===== config.mk =====
export PLATFORM = sky130hd
export DESIGN_NAME = accum_buffer_bank
export DESIGN_NICKNAME = d
export VERILOG_FILES = /design/src/rtl/accum_buffer_bank.sv
export SDC_FILE = /design/constraint.sdc
export NUM_CORES = 1
export LEC_CHECK = 0
export ABC_AREA = 1
export BUFFER_PORTS_ARGS = -buffer_cell sky130_fd_sc_hd__buf_2
export CORE_MARGIN = 8
export CORE_UTILIZATION = 39
export DETAILED_ROUTE_END_ITERATION = 16
export PLACE_DENSITY = 0.53
export SYNTH_ARGS = -nofsm -noshare
export SYNTH_HDL_FRONTEND = slang
export SYNTH_SLANG_ARGS = --single-unit

===== constraint.sdc =====
create_clock -name clk_i -period 4.4 [get_ports clk_i]
set_input_delay 0.22 -clock clk_i [delete_from_list [all_inputs] [get_ports clk_i]]
set_output_delay 0.22 -clock clk_i [all_outputs]
set_load 0.05 [all_outputs]

===== src/rtl/accum_buffer_bank.sv =====
// Purpose: multi-entry read-and-clear signed accumulation buffer with sticky overflow flag.
// Latency: accumulate takes effect at the next edge; a read result appears 1 cycle after rd_en_i.
// Backpressure: none; one write and one read are accepted every cycle.
//
// Ports:
//   clk_i, rst_ni            clock, asynchronous active-low reset
//   clear_i                  synchronous clear of all entries and ovf_o (beats write/read)
//   wr_en_i/wr_addr_i/wr_data_i   add sign-extended wr_data_i into entry wr_addr_i
//   rd_en_i/rd_addr_i        read entry rd_addr_i and zero it
//   rd_valid_o/rd_data_o     read result, rd_data_o is '0 when rd_valid_o is low
//   ovf_o                    sticky: some accumulation overflowed ACC_W
// Build option: define ACCUM_BANK_SAT_EN to saturate on overflow instead of wrapping.
module accum_buffer_bank #(
    parameter int DATA_W = 32,
    parameter int ACC_W  = 32,
    parameter int DEPTH  = 16,
    parameter int ADDR_W = $clog2(DEPTH)
) (
    input  logic              clk_i,
    input  logic              rst_ni,
    input  logic              clear_i,
    input  logic              wr_en_i,
    input  logic [ADDR_W-1:0] wr_addr_i,
    input  logic [DATA_W-1:0] wr_data_i,
    input  logic              rd_en_i,
    input  logic [ADDR_W-1:0] rd_addr_i,
    output logic              rd_valid_o,
    output logic [ACC_W-1:0]  rd_data_o,
    output logic              ovf_o
);

    logic [ACC_W-1:0] mem_q [DEPTH];
    logic [ACC_W-1:0] mem_d [DEPTH];
    logic             rd_valid_q, rd_valid_d;
    logic [ACC_W-1:0] rd_data_q, rd_data_d;
    logic             ovf_q, ovf_d;

    logic [ACC_W-1:0] wr_ext;
    logic [ACC_W-1:0] wr_old, rd_old, base, sum, new_val;
    logic             wr_ok, rd_ok, same_entry, ovf_add;

    assign wr_ext = ACC_W'($signed(wr_data_i));

    always_comb begin
        wr_old = '0;
        rd_old = '0;
        wr_ok  = 1'b0;
        rd_ok  = 1'b0;
        // Decode by scanning entries so out-of-range addresses simply match nothing.
        for (int i = 0; i < DEPTH; i++) begin
            if (wr_addr_i == ADDR_W'(i)) begin
                wr_ok  = 1'b1;
                wr_old = mem_q[i];
            end
            if (rd_addr_i == ADDR_W'(i)) begin
                rd_ok  = 1'b1;
                rd_old = mem_q[i];
            end
        end

        // A read of the entry being written hands out the old total, so the new pass
        // starts from zero plus this datum.
        same_entry = wr_en_i && rd_en_i && wr_ok && rd_ok && (wr_addr_i == rd_addr_i);
        base       = same_entry ? '0 : wr_old;
        sum        = base + wr_ext;
        ovf_add    = (base[ACC_W-1] == wr_ext[ACC_W-1]) && (sum[ACC_W-1] != base[ACC_W-1]);

`ifdef ACCUM_BANK_SAT_EN
        if (ovf_add) begin
            new_val = base[ACC_W-1] ? {1'b1, {(ACC_W-1){1'b0}}} : {1'b0, {(ACC_W-1){1'b1}}};
        end else begin
            new_val = sum;
        end
`else
        new_val = sum;
`endif

        mem_d = mem_q;
        for (int i = 0; i < DEPTH; i++) begin
            if (rd_en_i && rd_ok && (rd_addr_i == ADDR_W'(i))) begin
                mem_d[i] = '0;
            end
            if (wr_en_i && wr_ok && (wr_addr_i == ADDR_W'(i))) begin
                mem_d[i] = new_val;
            end
        end
        ovf_d = ovf_q | (wr_en_i && wr_ok && ovf_add);

        // Read result is captured even under clear_i (pre-clear value).
        rd_valid_d = rd_en_i;
        rd_data_d  = (rd_en_i && rd_ok) ? rd_old : '0;

        if (clear_i) begin
            for (int i = 0; i < DEPTH; i++) begin
                mem_d[i] = '0;
            end
            ovf_d = 1'b0;
        end
    end

    always_ff @(posedge clk_i or negedge rst_ni) begin
        if (!rst_ni) begin
            for (int i = 0; i < DEPTH; i++) begin
                mem_q[i] <= '0;
            end
            rd_valid_q <= 1'b0;
            rd_data_q  <= '0;
            ovf_q      <= 1'b0;
        end else begin
            mem_q      <= mem_d;
            rd_valid_q <= rd_valid_d;
            rd_data_q  <= rd_data_d;
            ovf_q      <= ovf_d;
        end
    end

    assign rd_valid_o = rd_valid_q;
    assign rd_data_o  = rd_data_q;
    assign ovf_o      = ovf_q;

endmodule


==> out/results.txt <==
Yosys reg bits - 546
Commonest non-fill, non-tap cell in the layout - nand2_1
Placed Area - 31800 µm²
Fillers - 7353
Flop2flop setup slack - 290 ps
Worst IR drop on VDD - 308 µV
Post-synth EDFFs - 0
Area growth syn-to-layout - 19.3%
Slew margin rel. - 0.172
Crit-path max FO - 16
Via count - 27907
Pre-CTS WS - -182 ps
Drt via density - 5.71
Fmax - 243 MHz
Ys async rst share - 1.00
Max-Cap Viols - 0
TritonCTS Sinks - 546
Fin crit share - 0.933
Least-Margin Pin Slew - 1240 ps
Top cell type's share of synthesized area - 0.481
Routability cong. - 0.899
Synth Flop Type - dfrtp_1
CORE AREA - 72600 µm²
H-tree levels - 2
Fin crit period - 4110 ps
Largest net degree at the start of global routing - 104
I/O pin count - 79
# DRC - 0
Clock Latency Late Sink - 630 ps
Crit Reg-Reg Startpoint - mem_q[500]
Row count - 99
RSZ-0062 raised after global routing - no
WHS Path Cells - 6
Finished Cell Area - 33900 µm²
Die X-Extent - 286 µm
First-pass GRT wire length - 169 mm
Synth Warn # - 0
Net count after synthesis - 3769
Fin nets - 3956
CP Capture Type - flip-flop
Dpl cells - 4773
Initial antenna violation count - 1
CP startpoint kind - flip-flop
Final setup TNS - 0 ps
CTS tree - built
Starting DRT DRC Count - 2446
GRT Util Overall - 0.265
Vias in the first global route - 27365
Outcome - completed
Antenna-violating nets left - 0
Most frequent cells in the layout - nand2_1, dfrtp_1, inv_1
Drt wl/cell - 22.6 µm
Cell variety after synth - 41
Die height - 286 µm
Top cells by area, synth - dfrtp_1, nand2_1, o22ai_1
Final setup vio count - 0
Hpwl dp - 79.9 mm
Drt pass-1 iters - 6
Max-slew violations - 0
Layout cell share with drive strength beyond 1 - 0.130
WP data required - 4840 ps
Max clock buf depth - 3
RR Endpoint - mem_q[314]
Post-Syn Area - 28400 µm²
Pleak - 15.0 nW
Cells after Synth - 3692
Hold Path Sink - ovf_o
Post-synth top area cell - dfrtp_1
Hold Vio Cnt, Final - 0
Sequential area share after synthesis - 0.481
Root Buffer - clkbuf_16
FF-to-FF path depth - 22
PortBufs - 78
HP Class - input pin to flip-flop
Post-Route Utilization - 0.467
CP arrival - 4550 ps
Fin Clk Skew - 18.8 ps
Non-Filler Instances - 4888
Number of CTS-inserted buffers - 61
Kind of critical path - flip-flop to flip-flop
PD cells - 358 nW/µm²
Final WL - 111 mm
Setup ws final - 293 ps
Reg clk slew, reported paths - 60 ps
Syn Area/Cell - 7.70 µm²
Die Area - 81700 µm²
Starting Density - 0.391
HP Start - wr_data_i[31]
Gr ovfl total - 0
-- worst max-delay path: stages, from the launching register on --
cell and delay, ps:
dfrtp_1 360, inv_1 90, o22ai_1 100, a21oi_1 170, o2111ai_1 160, a21oi_1 250
nand4_1 130, a21oi_1 270, nand4_1 140, nor2_1 160, nor2_1 110, ha_1 310
buf_4 120, nand2_1 130, nor2_1 160, inv_1 70, nor2_1 210, nand4_1 230
nand3_1 200, a21oi_1 80, o21ai_1 190, buf_12 190, o22ai_1 90
-- synth_stat cells (4+ instances only) --
cell / number
a211oi_2: 4
a21oi_1: 273
a31oi_1: 5
buf_1: 6
buf_2: 33
clkbuf_1: 190
clkinv_1: 6
dfrtp_1: 546
ha_1: 31
inv_1: 420
inv_2: 9
nand2_1: 798
nand3_1: 96
nand4_1: 71
nor2_1: 280
nor2_2: 6
nor3_1: 45
nor3_2: 5
nor4_1: 5
o2111ai_1: 42
o211ai_1: 9
o21a_1: 4
o21ai_0: 403
o21ai_1: 25
o221ai_1: 8
o22ai_1: 331
o31ai_1: 5
or2_2: 10
-- metrics by stage --
| step | total power [mW] | hold slack (ps) |
|---|---|---|
| detailed placement | 6.87 | 361 |
| CTS | 12.2 | 103 |
| floorplan | 5.99 | -75.6 |
| global placement | 6.87 | 360 |
| finish | 12.1 | 110 |
| global route | 12.5 | 150 |
-- power breakdown --
| group | total, mW | switching, mW | internal, mW |
|---|---|---|---|
| logic | 1.65 | 1.14 | 0.510 |
| clock network | 5.33 | 2.16 | 3.17 |
| registers | 5.16 | 0.0473 | 5.11 |
-- area by class of cell --
type,instances,area (µm²),area share
Clock buffer,93,1820,0.0536
Tap cell,959,1200,0.0354
Clock inverter,18,244,0.00720
Timing Repair Buffer,355,3040,0.0895
Inverter,435,1630,0.0482
Antenna cell,2,5.00,0.000148
Multi-Input combinational cell,2480,12300,0.363
Sequential cell,546,13700,0.403
-- routing by layer --
layer	track usage	share of wire	up-vias
met1	0.377	0.44	13807
met3	0.0353	0.071	185
li1	-	-	12879
met5	0	0	-
met4	0.0699	0.024	0
met2	0.422	0.46	1036
-- worst max-delay path by stage --
stage | from | endpoint | slack (ps) | cells past startpoint
final | mem_q[500] | mem_q[314] | 290 | 22
after global routing | mem_q[452] | mem_q[219] | 10 | 24
after CTS | mem_q[452] | mem_q[241] | 220 | 23
after detailed placement | wr_addr_i[0] | mem_q[273] | -180 | 28
after global placement | wr_addr_i[0] | mem_q[273] | -150 | 28
after floorplan | wr_addr_i[3] | mem_q[473] | 910 | 24
-- state kept, by name (all words and copies together) (netlist names) --
signal / cells
mem_q: 512
rd_data_o: 32
ovf_o: 1
rd_valid_o: 1
-- logic make-up after synthesis --
family,after synthesis,synth area share
flip-flops,546,0.481
AND/OR/NAND/NOR,1324,0.191
AO/OA/AOI/OAI,1124,0.224
buffers and inverters,666,0.0897
adder cells (fa/ha/maj),32,0.0144
-- repair_timing --
action / 4_1_cts / 5_1_grt
buffers inserted: 0 / 0
hold endpoints to repair: 96 / 0
resized for setup: 0 / 11
setup endpoints to repair: 0 / 135
hold buffers: 2 / 0
Power figures use the tool's default switching activity.
